<file path="config.mk">
export PLATFORM = sky130hd
export DESIGN_NAME = mem_pipe_chain
export DESIGN_NICKNAME = d
export VERILOG_FILES = /design/src/rtl/mem_pipe_chain.sv
export SDC_FILE = /design/constraint.sdc
export NUM_CORES = 1
export LEC_CHECK = 0
export CAP_MARGIN = 20
export CORE_UTILIZATION = 35
export CTS_CLUSTER_DIAMETER = 40
export CTS_CLUSTER_SIZE = 10
export DETAILED_ROUTE_END_ITERATION = 16
export GPL_TIMING_DRIVEN = 0
export PLACE_DENSITY = 0.65
export SETUP_SLACK_MARGIN = 0.2
export SLEW_MARGIN = 20
export SYNTH_ARGS = -nofsm -noshare
export SYNTH_HDL_FRONTEND = slang
export SYNTH_SLANG_ARGS = --single-unit
</file>
<file path="constraint.sdc">
create_clock -name clk -period 3 [get_ports clk]
set_clock_uncertainty 0.15 [all_clocks]
set_input_delay 0.45 -clock clk [delete_from_list [all_inputs] [get_ports clk]]
set_output_delay 0.45 -clock clk [all_outputs]
set_load 0.005 [all_outputs]
</file>
<file path="src/rtl/mem_pipe_chain.sv">
// mem_pipe_chain: DEPTH-stage memory pipeline with combinational operand-forwarding
// queries; a halt reaching the final stage kills younger entries and freezes the chain.
module mem_pipe_chain #(
    parameter int DEPTH = 2,
    parameter int XLEN  = 32,
    parameter int NUM_Q = 2
) (
    input  logic                  clk,
    input  logic                  rst_n,
    input  logic                  stall,
    input  logic                  in_valid,
    input  logic [4:0]            in_opcode,
    input  logic [4:0]            in_tgt_1,
    input  logic [4:0]            in_tgt_2,
    input  logic [XLEN-1:0]       in_result_1,
    input  logic [XLEN-1:0]       in_result_2,
    input  logic [XLEN-1:0]       in_addr,
    input  logic                  in_is_load,
    input  logic                  in_is_store,
    input  logic                  in_halt,
    output logic                  out_valid,
    output logic [4:0]            out_opcode,
    output logic [4:0]            out_tgt_1,
    output logic [4:0]            out_tgt_2,
    output logic [XLEN-1:0]       out_result_1,
    output logic [XLEN-1:0]       out_result_2,
    output logic [XLEN-1:0]       out_addr,
    output logic                  out_is_load,
    output logic                  out_is_store,
    output logic                  out_halt,
    input  logic [NUM_Q*5-1:0]    q_src,
    output logic [NUM_Q-1:0]      q_hit,
    output logic [NUM_Q*XLEN-1:0] q_data,
    output logic [NUM_Q-1:0]      q_load_pend,
    output logic [3:0]            occupancy
);

    logic [DEPTH-1:0] valid_reg;
    logic [DEPTH-1:0] load_reg;
    logic [DEPTH-1:0] store_reg;
    logic [DEPTH-1:0] halt_reg;
    logic [4:0]       opcode_reg [DEPTH];
    logic [4:0]       tgt1_reg   [DEPTH];
    logic [4:0]       tgt2_reg   [DEPTH];
    logic [XLEN-1:0]  res1_reg   [DEPTH];
    logic [XLEN-1:0]  res2_reg   [DEPTH];
    logic [XLEN-1:0]  addr_reg   [DEPTH];
    logic             frozen_reg;
    logic [3:0]       occupancy_next;

    assign out_halt = valid_reg[DEPTH-1] & halt_reg[DEPTH-1];

    always_ff @(posedge clk or negedge rst_n) begin
        if (!rst_n) begin
            frozen_reg <= 1'b0;
            valid_reg  <= '0;
            load_reg   <= '0;
            store_reg  <= '0;
            halt_reg   <= '0;
            for (int i = 0; i < DEPTH; i++) begin
                opcode_reg[i] <= '0;
                tgt1_reg[i]   <= '0;
                tgt2_reg[i]   <= '0;
                res1_reg[i]   <= '0;
                res2_reg[i]   <= '0;
                addr_reg[i]   <= '0;
            end
        end else if (!stall && !frozen_reg) begin
            if (out_halt) begin
                // Halt retires in place: younger entries are squashed, the halt itself stays visible.
                for (int i = 0; i < DEPTH - 1; i++) valid_reg[i] <= 1'b0;
                frozen_reg <= 1'b1;
            end else begin
                valid_reg[0]  <= in_valid;
                load_reg[0]   <= in_is_load;
                store_reg[0]  <= in_is_store;
                halt_reg[0]   <= in_halt;
                opcode_reg[0] <= in_opcode;
                tgt1_reg[0]   <= in_tgt_1;
                tgt2_reg[0]   <= in_tgt_2;
                res1_reg[0]   <= in_result_1;
                res2_reg[0]   <= in_result_2;
                addr_reg[0]   <= in_addr;
                for (int i = 1; i < DEPTH; i++) begin
                    valid_reg[i]  <= valid_reg[i-1];
                    load_reg[i]   <= load_reg[i-1];
                    store_reg[i]  <= store_reg[i-1];
                    halt_reg[i]   <= halt_reg[i-1];
                    opcode_reg[i] <= opcode_reg[i-1];
                    tgt1_reg[i]   <= tgt1_reg[i-1];
                    tgt2_reg[i]   <= tgt2_reg[i-1];
                    res1_reg[i]   <= res1_reg[i-1];
                    res2_reg[i]   <= res2_reg[i-1];
                    addr_reg[i]   <= addr_reg[i-1];
                end
            end
        end
    end

    assign out_valid    = valid_reg[DEPTH-1];
    assign out_opcode   = opcode_reg[DEPTH-1];
    assign out_tgt_1    = tgt1_reg[DEPTH-1];
    assign out_tgt_2    = tgt2_reg[DEPTH-1];
    assign out_result_1 = res1_reg[DEPTH-1];
    assign out_result_2 = res2_reg[DEPTH-1];
    assign out_addr     = addr_reg[DEPTH-1];
    assign out_is_load  = load_reg[DEPTH-1];
    assign out_is_store = store_reg[DEPTH-1];

    always_comb begin
        occupancy_next = '0;
        for (int i = 0; i < DEPTH; i++) occupancy_next = occupancy_next + {3'b000, valid_reg[i]};
    end
    assign occupancy = occupancy_next;

    genvar gi;
    generate
        for (gi = 0; gi < NUM_Q; gi++) begin : g_query
            logic [4:0]      src;
            logic            hit_next;
            logic [XLEN-1:0] data_next;
            logic            pend_next;

            assign src = q_src[gi*5 +: 5];

            // Scan oldest to youngest so later (younger, tgt_1) matches override earlier ones.
            always_comb begin
                hit_next  = 1'b0;
                data_next = '0;
                pend_next = 1'b0;
                for (int i = DEPTH - 1; i >= 0; i--) begin
                    if (valid_reg[i] && (src != 5'd0) && (tgt2_reg[i] == src)) begin
                        hit_next  = 1'b1;
                        data_next = res2_reg[i];
                        pend_next = load_reg[i];
                    end
                    if (valid_reg[i] && (src != 5'd0) && (tgt1_reg[i] == src)) begin
                        hit_next  = 1'b1;
                        data_next = res1_reg[i];
                        pend_next = load_reg[i];
                    end
                end
            end

            assign q_hit[gi]               = hit_next;
            assign q_data[gi*XLEN +: XLEN] = data_next;
            assign q_load_pend[gi]         = pend_next;
        end
    endgenerate

endmodule

</file>
### After elaboration in Yosys (flattened, before gate mapping)

Cells that the tools add are included.
Widths: inputs -> output; s select.

| cells by class | value |
|---|---|
| mux-type cells | 25 |
| bitwise gates (word level) | 2 |
| reduce and logical (&&, ||, !) cells | 19 |
| add/subtract/negate cells | 1 |
| eq/ne operators | 8 |

Operators by type and width:

| operator | number |
|---|---|
| $mux 32 | 8 |
| $eq 5x5->1 | 8 |
| $mux 1 | 17 |
| $logic_and 1x1->1 | 13 |
| $reduce_bool 5->1 | 2 |
| $reduce_and 2->1 | 2 |
| $add 1x1->2 | 1 |
| $logic_not 1->1 | 2 |
| $and 1x1->1 | 1 |
| $not 1->1 | 1 |

| storage, ports and cells | value |
|---|---|
| output and inout port bits | 187 |
| flip-flop bits (word level) | 231 |
| bits of input ports | 128 |

### Longest topological paths before layout

Gate-level depths: netlist of run 1.

| depth | value |
|---|---|
| depth after elaboration | 7 |
| mapped depth | 9 |
| gate-level depth less buffers | 5 |

### Least setup slack after synthesis of run 1

No wires, ideal clock.

| timing | value |
|---|---|
| path type | in2out |
| start | in q_src[9] |
| end | out q_load_pend[1] |
| slack | 0.139 ns |
| data required time | 2.400 ns |
| cell stages on the path | 8 |
| path buffers | 3 |
| arrival | 2.261 ns |
| path through | buf_2 or4_4 o21a_4 nor4bb_1 clkbuf_1 a31oi_2 mux2_1 buf_4 |

| between the ends | value |
|---|---|
| longest elaborated chain between the ends | 7 |

Ends and longest elaborated chain:

| what | line | RTL |
|---|---|---|
| from (decl) | 31 | `input logic [NUM_Q*5-1:0] q_src,` |
| $reduce_bool 5->1 | 132, 137 |  |
| $logic_and 1x1->1 | 132, 137 |  |
| $logic_and 1x1->1 | 132 | `if (valid_reg[i] && (src != 5'd0) && (tgt2_reg[i] == src)) begin` |
| $mux 1 | 132 |  |
| $mux 1 | 137 | `if (valid_reg[i] && (src != 5'd0) && (tgt1_reg[i] == src)) begin` |
| $mux 1 | 132 |  |
| $mux 1 * | 137 |  |
| to (decl) | 34 | `output logic [NUM_Q-1:0] q_load_pend,` |

Mark *: on every way between the ends. The rest lies on a longest branch, timed or not.

### Worst setup path after layout of run 1

| timing | value |
|---|---|
| start | reg tgt2_reg, in the netlist out_tgt_2[4] |
| end | out q_data[36] |

| between the ends | value |
|---|---|
| longest elaborated chain between the ends | 6 |

Ends and longest elaborated chain:

| what | line | RTL |
|---|---|---|
| from (decl) | 44 | `logic [4:0] tgt2_reg [DEPTH];` |
| from (signal, indexed assignment) | 91 | `tgt2_reg[i] <= tgt2_reg[i-1];` |
| $eq 5x5->1 | 132 |  |
| $logic_and 1x1->1 | 132 |  |
| $mux 32 | 132 |  |
| $mux 32 | 137 |  |
| $mux 32 | 132 |  |
| $mux 32 | 137 |  |
| to (decl) | 33 | `output logic [NUM_Q*XLEN-1:0] q_data,` |

Every way passes these cells.

==> qor.tcl, run 1 <==
set qor(run_status) {complete, but fails checks}
set qor(violations_in_the_final_reports) {negative setup slack}
set qor(p_leak_nw) 7.804
set qor(synthDominantCellAreaShare_pct) 47.10
set qor(mostFrequentLayoutCell) {sky130_fd_sc_hd__clkdlybuf4s50_1}
set qor(power.ir.vdd_worst_v) 0.0005864
set qor(cts_inserted_buffers) 41
set qor(synth_largest_area_cell) {sky130_fd_sc_hd__dfrtp_1}
set qor(p_switching_w) 0.006512
set qor(hpwlAfterDp_mm) 29.77
set qor(drv_cap) 0
set qor(tightestPinTransition_ns) 0.7950
set qor(gr-usage-all-layers_pct) 24.51
set qor(start_kind) {flop}
set qor(antenna_left) 0
set qor(number_of_antenna_violations_at_the_first_check_in_global_routing) 3
set qor(timing.rr.end) {out_result_2[27]$_DFFE_PN0P_}
set qor(core.rowCount) 68
set qor(final_util_pct) 55.93
set qor(internal_power_w) 0.01288
set qor(cts_htree_levels) 2
set qor(dr_total_vias) 10800
set qor(final_net_count) 1626
set qor(grt_pass1_vias) 11210
set qor(post_drt_via_cell_ratio) 5.448
set qor(layout_min_cycle_time_ns) 3.177
set qor(die_width_um) 189.3
set qor(slew_violations) 0
set qor(grt_overflow_total) 0
set qor(drtIter0Drc) 838
set qor(final.hold.worst_slack_ns) 0.2570
set qor(finalHoldViolations) 0
set qor(fraction_of_layout_cells_with_a_size_suffix_above_1_pct) 48.17
set qor(crit-reg2reg-launch) {valid_reg[1]$_DFFE_PN0P_}
set qor(timing.setup.critical_path_class) {reg -> out}
set qor(worst_hold_class) {in -> async}
set qor(clkSlewWorstSetupHoldPaths_ns) 0.05
set qor(critPathMaxFanout) 5
set qor(p_total_w) 0.01939
set qor(seq_power_share_pct) 33.6
set qor(cp-end-kind) {primary output}
set qor(num-fill-cells) 2932
set qor(critPathArrivalTime_ns) 2.58
set qor(tritoncts) {done}
set qor(clk_latency_ns) 0.54
set qor(wire_per_inst_um) 22.52
set qor(p_sw_share_pct) 33.58
set qor(initial_utilization_pct) 35.53
set qor(post-route-drc-count) 0
set qor(ctsRootBufferMaster) {sky130_fd_sc_hd__clkbuf_16}
set qor(areaGrowthSynthToFinish_pct) 57.41
set qor(cts.sink_count) 231
set qor(synth_top_flop_cell) {sky130_fd_sc_hd__dfrtp_1}
set qor(routed_wire_length_mm) 44.63
set qor(part_of_the_power_in_combinational_logic_pct) 41.9
set qor(ys_seq_elements) 231
set qor(placement.io_buffers) 302
set qor(worst_setup_path_startpoint) {out_tgt_2[4]$_DFFE_PN0P_}
set qor(setup_ws_ns) -0.1770
set qor(finalCritPeriodShare_pct) 105.9
set qor(die_h_um) 189.3
set qor(final-setup-viol-count) 54
set qor(postSynthAreaPerCell_um2) 11.25
set qor(first_pass_grt_wire_length_mm) 67.56
set qor(unrepaired_setup_endpoints_after_global_routing) {yes}
set qor(regToRegSetupSlack_ns) 0.42
set qor(die_area_um2) 35820
set qor(power.share.clock_pct) 24.5
set qor(worst-endpoint-required_ns) 2.40
set qor(globalplace.congestion) 0.8656
set qor(cts.path.max_buffers) 3
set qor(detailedRoute.firstPassIterationCount) 6
set qor(synth_seq_area_share_pct) 47.10
set qor(synth_top_cells_by_area) {sky130_fd_sc_hd__dfrtp_1 (47%), sky130_fd_sc_hd__mux2_2 (21%), sky130_fd_sc_hd__buf_4 (7.2%), sky130_fd_sc_hd__nand3_1 (2.9%), sky130_fd_sc_hd__o21ai_0 (2.9%)}
set qor(synthesis.area_um2) 12270
set qor(synth-edff-count) 0
set qor(slew-limit-headroom_pct) 47.00
set qor(ys.warnings.count) 0
set qor(grt_start_max_net_pins) 99
set qor(coreArea_um2) 34540
set qor(synth_cell_types) 38
set qor(most-common-layout-cells) {sky130_fd_sc_hd__clkdlybuf4s50_1 (233), sky130_fd_sc_hd__mux2_2 (226), sky130_fd_sc_hd__dfrtp_1 (224)}
set qor(maxClockFrequency_mhz) 314.8
set qor(design.portCount) 315
set qor(rr_worst_depth) 7
set qor(power_density_nw_per_um2) 1004
set qor(ys_async_sr_fraction_pct) 100.0
set qor(syn_inst) 1091
[power groups by stage]
stage,logic [W],clock network (W),registers (W)
final,0.00813,0.00475,0.00651
after global routing,0.00863,0.00498,0.00673
after CTS,0.00790,0.00483,0.00638
after detailed placement,0.00712,0,0.00635
after global placement,0.00701,0,0.00630
after floorplan,0.00399,0,0.00576
[cell type report]
type                            count  area [µm²]  area share (%)
Sequential cell                   231        5789           29.97
Clock inverter                     19       235.2           1.218
Timing Repair Buffer              364        3555           18.40
Tap cell                          455       569.3           2.947
Clock buffer                       53        1174           6.075
Inverter                            2       7.507         0.03886
Multi-Input combinational cell    649        6289           32.55
Buffer                            208        1698           8.789
Antenna cell                        1       2.502         0.01295
[cells by family (layout without fill, tap and decap cells)]
group | Yosys count | after routing | synth area share (%)
AO/OA/AOI/OAI | 209 | 209 | 11.80
multiplexers | 228 | 228 | 20.91
other | 1 | 3 | 0.03055
flip-flops | 231 | 231 | 47.10
buffers and inverters | 212 | 646 | 10.51
AND/OR/NAND/NOR | 168 | 168 | 6.627
XOR/XNOR | 41 | 41 | 2.926
adder cells (fa/ha/maj) | 1 | 1 | 0.1019
[layer usage]
layer  up-vias  GRT usage [%]  part of all wire, %
li1       4689              -                    -
met1      5353          30.32                   39
met2       623          39.69                   47
met3       128          8.193                   10
met4         4          8.871                  3.2
met5         -              0                0.060
[Yosys cell counts, types with 2 or more instances]
master,n
sky130_fd_sc_hd__a22o_1,33
sky130_fd_sc_hd__a31oi_1,32
sky130_fd_sc_hd__and2_1,3
sky130_fd_sc_hd__and3_1,2
sky130_fd_sc_hd__buf_2,44
sky130_fd_sc_hd__buf_4,117
sky130_fd_sc_hd__clkbuf_1,48
sky130_fd_sc_hd__dfrtp_1,231
sky130_fd_sc_hd__inv_1,2
sky130_fd_sc_hd__mux2_2,226
sky130_fd_sc_hd__nand2_1,42
sky130_fd_sc_hd__nand3_1,71
sky130_fd_sc_hd__nand4_1,2
sky130_fd_sc_hd__nor2_1,5
sky130_fd_sc_hd__nor3_1,36
sky130_fd_sc_hd__o211ai_1,33
sky130_fd_sc_hd__o21a_1,3
sky130_fd_sc_hd__o21ai_0,70
sky130_fd_sc_hd__o32ai_1,32
sky130_fd_sc_hd__or4_1,2
sky130_fd_sc_hd__xnor2_1,25
sky130_fd_sc_hd__xor2_1,16
[worst max-delay path by stage]
stage	cells past startpoint	to	slack, ns
floorplan	8	q_load_pend[1]	0.18
global placement	1	res1_reg[56]$_DFFE_PN0P_	-8.58
detailed placement	8	q_data[30]	-1.05
CTS	9	q_data[33]	-0.13
global route	9	q_data[32]	-0.24
finish	9	q_data[36]	-0.18
[per-stage QoR]
step	instance area (µm²)	worst slack, ns	instances	setup TNS [ns]
floorplan	12290	0.1802	1092	0
global placement	15890	-8.584	1849	-2055.53
detailed placement	15970	-1.053	1852	-56.53
CTS	18860	-0.1267	1976	-3.528
global route	19320	-0.2380	1981	-8.764
finish	19320	-0.1770	1982	-3.923
[critical path, cell delays in order (launching register included)]
cell and delay (ns):
sky130_fd_sc_hd__dfrtp_1 0.39, sky130_fd_sc_hd__xnor2_1 0.17, sky130_fd_sc_hd__nand3_1 0.10, sky130_fd_sc_hd__or4_4 0.42, sky130_fd_sc_hd__buf_6 0.15, sky130_fd_sc_hd__buf_8 0.13, sky130_fd_sc_hd__buf_16 0.13, sky130_fd_sc_hd__o211ai_1 0.16
sky130_fd_sc_hd__a22o_1 0.23, sky130_fd_sc_hd__buf_2 0.14
[what timing repair did]
action	4_1_cts	5_1_grt
hold endpoints to repair	46	0
setup endpoints to repair	75	254
cloned	6	2
buffers inserted	46	4
gates resized for setup	517	88
hold buffers	1	0
pin swaps	85	27
Power figures use the tool's default switching activity.
==> run 2, diff against run 1 <==
--- a/config.mk
+++ b/config.mk
@@ -7,6 +7,7 @@
 export LEC_CHECK = 0
 export CAP_MARGIN = 20
 export CORE_UTILIZATION = 35
+export CTS_BUF_LIST = sky130_fd_sc_hd__clkbuf_8
 export CTS_CLUSTER_DIAMETER = 40
 export CTS_CLUSTER_SIZE = 10
 export DETAILED_ROUTE_END_ITERATION = 16
==> qor.tcl, run 2 (synthesized netlist as in run 1, its figures left out) <==
set qor(start_kind) {flop}
set qor(maxClockFrequency_mhz) 312.3
set qor(worst-endpoint-required_ns) 2.40
set qor(final_net_count) 1623
set qor(layout_min_cycle_time_ns) 3.203
set qor(timing.setup.critical_path_class) {reg -> out}
set qor(slew_violations) 0
set qor(unrepaired_setup_endpoints_after_global_routing) {yes}
set qor(grt_overflow_total) 0
set qor(tightestPinTransition_ns) 0.7813
set qor(final-setup-viol-count) 64
set qor(finalHoldViolations) 0
set qor(number_of_antenna_violations_at_the_first_check_in_global_routing) 3
set qor(tritoncts) {done}
set qor(drv_cap) 0
set qor(die_area_um2) 35820
set qor(cts_inserted_buffers) 41
set qor(die_h_um) 189.3
set qor(power_density_nw_per_um2) 953.5
set qor(clk_latency_ns) 0.56
set qor(globalplace.congestion) 0.8656
set qor(cts_htree_levels) 2
set qor(post-route-drc-count) 0
set qor(drtIter0Drc) 766
set qor(design.portCount) 315
set qor(hpwlAfterDp_mm) 29.77
set qor(finalCritPeriodShare_pct) 106.8
set qor(slew-limit-headroom_pct) 47.92
set qor(post_drt_via_cell_ratio) 5.478
set qor(initial_utilization_pct) 35.53
set qor(gr-usage-all-layers_pct) 24.22
set qor(placement.io_buffers) 302
set qor(pre_cts_slack_ns) -1.053
set qor(die_width_um) 189.3
set qor(cts.path.max_buffers) 3
set qor(routed_wire_length_mm) 44.55
set qor(violations_in_the_final_reports) {negative setup slack}
set qor(clkSlewWorstSetupHoldPaths_ns) 0.07
set qor(antenna_left) 0
set qor(setup_ws_ns) -0.2025
set qor(wire_per_inst_um) 22.51
set qor(grt_start_max_net_pins) 99
set qor(worst_hold_class) {in -> async}
set qor(core.rowCount) 68
set qor(fraction_of_layout_cells_with_a_size_suffix_above_1_pct) 48.59
set qor(dr_total_vias) 10840
set qor(run_status) {complete, but fails checks}
set qor(detailedRoute.firstPassIterationCount) 5
set qor(most-common-layout-cells) {sky130_fd_sc_hd__clkdlybuf4s50_1 (233), sky130_fd_sc_hd__mux2_2 (226), sky130_fd_sc_hd__dfrtp_1 (223)}
set qor(areaGrowthSynthToFinish_pct) 54.56
set qor(cp-end-kind) {primary output}
set qor(mostFrequentLayoutCell) {sky130_fd_sc_hd__clkdlybuf4s50_1}
set qor(grt_pass1_vias) 11070
set qor(ctsRootBufferMaster) {sky130_fd_sc_hd__clkbuf_8}
set qor(first_pass_grt_wire_length_mm) 66.73
set qor(setup-tns-final_ns) -6.393
set qor(critPathArrivalTime_ns) 2.60
set qor(final_util_pct) 54.92
set qor(critPathMaxFanout) 4
set qor(p_leak_nw) 7.633
set qor(cts.sink_count) 231
set qor(power.ir.vdd_worst_v) 0.0005885
set qor(coreArea_um2) 34540
==> run 2: final cells by class <==
type	instances	area (µm²)
Antenna cell	1	2.502
Clock buffer	49	674.4
Sequential cell	231	5791
Timing Repair Buffer	360	3548
Clock inverter	23	249.0
Multi-Input combinational cell	649	6417
Buffer	209	1710
Tap cell	455	569.3
Inverter	2	7.507
Fill cell	2960	15570
==> run 2: final timing paths <==
| path | start | end | slack (ns) | depth (start not counted) |
|---|---|---|---|---|
| min in group clk | frozen_reg$_DFFE_PN0P_ | frozen_reg$_DFFE_PN0P_ | 0.33 | 1 |
| max reg2reg | valid_reg[1]$_DFFE_PN0P_ | out_result_2[27]$_DFFE_PN0P_ | 0.41 | 7 |
| max in group asynchronous | rst_n | tgt1_reg[9]$_DFFE_PN0P_ | 1.59 | 3 |
| max | out_tgt_2[1]$_DFFE_PN0P_ | q_data[32] | -0.20 | 8 |
| min reg2reg | frozen_reg$_DFFE_PN0P_ | frozen_reg$_DFFE_PN0P_ | 0.33 | 1 |
| min | rst_n | addr_reg[51]$_DFFE_PN0P_ | 0.23 | 2 |
==> run 2: where the power goes <==
| group | switching (W) | internal, W | leakage, nW |
|---|---|---|---|
| logic | 0.00316 | 0.00505 | 4.46 |
| clock network | 0.00145 | 0.00187 | 0.474 |
| registers | 0.00180 | 0.00475 | 2.70 |
| total | 0.00642 | 0.0117 | 7.63 |
==> run 2: critical path, cell delays in order (launching register included) <==
cell and delay (ns):
sky130_fd_sc_hd__dfrtp_1 0.39, sky130_fd_sc_hd__xor2_1 0.15, sky130_fd_sc_hd__or4_4 0.52, sky130_fd_sc_hd__buf_6 0.15, sky130_fd_sc_hd__buf_8 0.13, sky130_fd_sc_hd__buf_4 0.14, sky130_fd_sc_hd__o211ai_1 0.20, sky130_fd_sc_hd__a22o_1 0.21
sky130_fd_sc_hd__buf_2 0.13
==> run 2: timing repair <==
action                     4_1_cts  5_1_grt
pin swaps                       95       44
hold endpoints to repair        46        0
resized for setup              507      111
buffers inserted                38        7
hold buffers                     1        0
setup endpoints to repair       75      160
cloned                           5        4
==> run 2: through the flow <==
stage	total power (W)	instance area (µm²)	std cells	hold slack [ns]
2_1_floorplan	0.009747	12290	1092	0.004409
3_3_place_gp	0.01330	15890	1849	0.3076
3_5_place_dp	0.01348	15970	1852	0.2303
4_1_cts	0.01765	18270	1967	0.2049
5_1_grt	0.01903	18970	1978	0.2232
6_report	0.01809	18970	1979	0.2333
==> run 2: routing by layer <==
layer	GRT usage [%]	wire length, µm	part of all wire, %	up-vias
met4	8.375	1480	3.3	4
met2	38.74	20720	47	633
met3	8.471	4778	11	123
li1	-	-	-	4688
met5	0	24	0.054	-
met1	30.28	17550	39	5393
==> run 3, diff against run 2 <==
--- a/config.mk
+++ b/config.mk
@@ -12,7 +12,7 @@
 export CTS_CLUSTER_SIZE = 10
 export DETAILED_ROUTE_END_ITERATION = 16
 export GPL_TIMING_DRIVEN = 0
-export PLACE_DENSITY = 0.65
+export PLACE_DENSITY = 0.63
 export SETUP_SLACK_MARGIN = 0.2
 export SLEW_MARGIN = 20
 export SYNTH_ARGS = -nofsm -noshare
==> qor.tcl, run 3 (synthesized netlist as in run 1, its figures left out) <==
set qor(run_status) {complete, but fails checks}
set qor(violations_in_the_final_reports) {negative setup slack}
set qor(finalCritPeriodShare_pct) 111.0
set qor(routed_wire_length_mm) 44.79
set qor(placed_cells) 1852
set qor(placement.io_buffers) 302
set qor(p_leak_nw) 7.646
set qor(cpPeakStageDelay_ns) 0.46
set qor(cts_inserted_buffers) 44
set qor(grt_overflow_total) 0
set qor(die_width_um) 189.3
set qor(maxClockFrequency_mhz) 300.3
set qor(critical_path.top_delay_family) {buffers and inverters}
set qor(finalHoldViolations) 0
set qor(clkSlewWorstSetupHoldPaths_ns) 0.06
set qor(start_kind) {flop}
set qor(num-fill-cells) 2982
set qor(cts.path.max_buffers) 3
set qor(route.met3.wl_mm) 4.607
set qor(p_total_w) 0.01829
set qor(grt_start_max_net_pins) 95
set qor(route.layer.met1.wl_mm) 17.66
set qor(drv_cap) 0
set qor(design.portCount) 315
set qor(post-route-drc-count) 0
set qor(slowest_stage) {sky130_fd_sc_hd__dfrtp_2}
set qor(met2_wl_mm) 21.06
set qor(grt_pass1_vias) 11130
set qor(layout_min_cycle_time_ns) 3.330
set qor(setup_ws_ns) -0.3304
set qor(worst-endpoint-required_ns) 2.40
set qor(gr-usage-all-layers_pct) 24.66
set qor(first_pass_grt_wire_length_mm) 67.68
set qor(wire_per_inst_um) 22.53
set qor(initial_utilization_pct) 35.53
set qor(slew_violations) 0
set qor(final_net_count) 1628
set qor(cp-end-kind) {primary output}
set qor(tritoncts) {done}
set qor(worst_hold_class) {in -> async}
set qor(critPathMaxFanout) 10
set qor(timing.critical_path.cells) {xor2_1 -> nor4_4 -> clkbuf_1 -> o21ai_0 -> a22o_1 -> buf_2}
set qor(power.ir.vdd_worst_v) 0.0005630
set qor(detailedRoute.firstPassIterationCount) 5
set qor(coreArea_um2) 34540
set qor(die_area_um2) 35820
set qor(critical_path.n_buffers_inverters) 2
set qor(post_drt_via_cell_ratio) 5.476
set qor(cts.sink_count) 231
set qor(cts_htree_levels) 2
set qor(dr_total_vias) 10890
set qor(power_density_nw_per_um2) 959.5
set qor(pre_cts_slack_ns) -1.019
set qor(routed.top_layer) {met5}
set qor(mostFrequentLayoutCell) {sky130_fd_sc_hd__clkdlybuf4s50_1}
set qor(number_of_antenna_violations_at_the_first_check_in_global_routing) 4
set qor(core.rowCount) 68
set qor(post_layout_nonfiller_instances) 1988
set qor(hpwlAfterDp_mm) 29.85
set qor(areaGrowthSynthToFinish_pct) 55.30
set qor(fraction_of_layout_cells_with_a_size_suffix_above_1_pct) 48.83
set qor(ctsRootBufferMaster) {sky130_fd_sc_hd__clkbuf_8}
set qor(die_h_um) 189.3
set qor(drtIter0Drc) 862
set qor(clk_latency_ns) 0.58
set qor(timing.setup.critical_path_class) {reg -> out}
set qor(most-common-layout-cells) {sky130_fd_sc_hd__clkdlybuf4s50_1 (233), sky130_fd_sc_hd__mux2_2 (226), sky130_fd_sc_hd__dfrtp_1 (224)}
set qor(tightestPinTransition_ns) 0.6395
set qor(globalplace.congestion) 0.8862
set qor(final-setup-viol-count) 64
set qor(antenna_left) 0
set qor(critPathArrivalTime_ns) 2.73
set qor(unrepaired_setup_endpoints_after_global_routing) {yes}
set qor(slew-limit-headroom_pct) 57.36
-- run 3: changes by cell type in the layout (fill, tap and decap cells not counted), sizes merged --
cell           delta
buf               +3
inv               -3
dlygate4sd2       -1
bufinv            +1
clkinv            +9
clkinvlp          +1
clkdlybuf4s15     -1
-- run 3: power by group --
part	internal [W]	switching (W)	leakage [nW]	total [W]
registers	0.00474	0.00185	2.70	0.00659
clock network	0.00196	0.00154	0.501	0.00350
logic	0.00505	0.00315	4.45	0.00820
-- run 3: path summary, 6_finish.rpt --
check	start	end	slack [ns]	cells past startpoint
min in group clk	frozen_reg$_DFFE_PN0P_	frozen_reg$_DFFE_PN0P_	0.32	1
worst min register to register	frozen_reg$_DFFE_PN0P_	frozen_reg$_DFFE_PN0P_	0.32	1
worst max register to register	valid_reg[1]$_DFFE_PN0P_	res2_reg[62]$_DFFE_PN0P_	0.43	6
worst max-delay path	tgt1_reg[9]$_DFFE_PN0P_	q_data[34]	-0.33	6
max in group asynchronous	rst_n	tgt1_reg[9]$_DFFE_PN0P_	1.23	4
worst min-delay path	rst_n	out_addr[17]$_DFFE_PN0P_	0.22	2
-- run 3: per-stage QoR --
stage	cell area (µm²)	hold slack, ns	util, %	TNS (ns)
after detailed placement	15960	0.2218	46.21	-92.83
after global routing	19060	0.2275	55.17	-16.62
after global placement	15890	0.3060	45.99	-2107.69
after floorplan	12290	0.004409	-	0
after CTS	18570	0.1832	53.75	-8.614
final	19060	0.2156	55.18	-10.37
-- run 3: what timing repair did --
action | in CTS | in global routing
endpoints found under the setup margin | 96 | 68
hold buffers | 1 | 0
gates resized for setup | 550 | 63
pin swaps | 98 | 52
endpoints found under the hold margin | 47 | 0
gates cloned | 7 | 3
setup buffers | 36 | 10
-- run 3: final cells by class --
| cell class | instances | area (µm²) | area share, % |
|---|---|---|---|
| inverters | 2 | 7.507 | 0.03939 |
| multi-input cells | 649 | 6456 | 33.87 |
| plain buffers | 209 | 1692 | 8.875 |
| flip-flops and latches | 231 | 5789 | 30.37 |
| clock inverters | 31 | 319.1 | 1.674 |
| well taps | 455 | 569.3 | 2.987 |
| clock buffers | 48 | 660.6 | 3.466 |
| repair buffers | 362 | 3563 | 18.70 |
| diodes | 1 | 2.502 | 0.01313 |
-- run 3: per-layer routing --
metal  vias up  track usage, %
met5         -               0
met3       116           7.766
li1       4687               -
met1      5456           30.90
met4         4           9.243
met2       624           39.66
-- run 3: worst reg2reg max path, cell delays in order, from the launching register on --
cell and delay (ns):
sky130_fd_sc_hd__dfrtp_2 0.44, sky130_fd_sc_hd__buf_4 0.18, sky130_fd_sc_hd__and2_1 0.17, sky130_fd_sc_hd__nor2_1 0.38, sky130_fd_sc_hd__clkbuf_2 0.36, sky130_fd_sc_hd__buf_2 0.40, sky130_fd_sc_hd__mux2_2 0.40
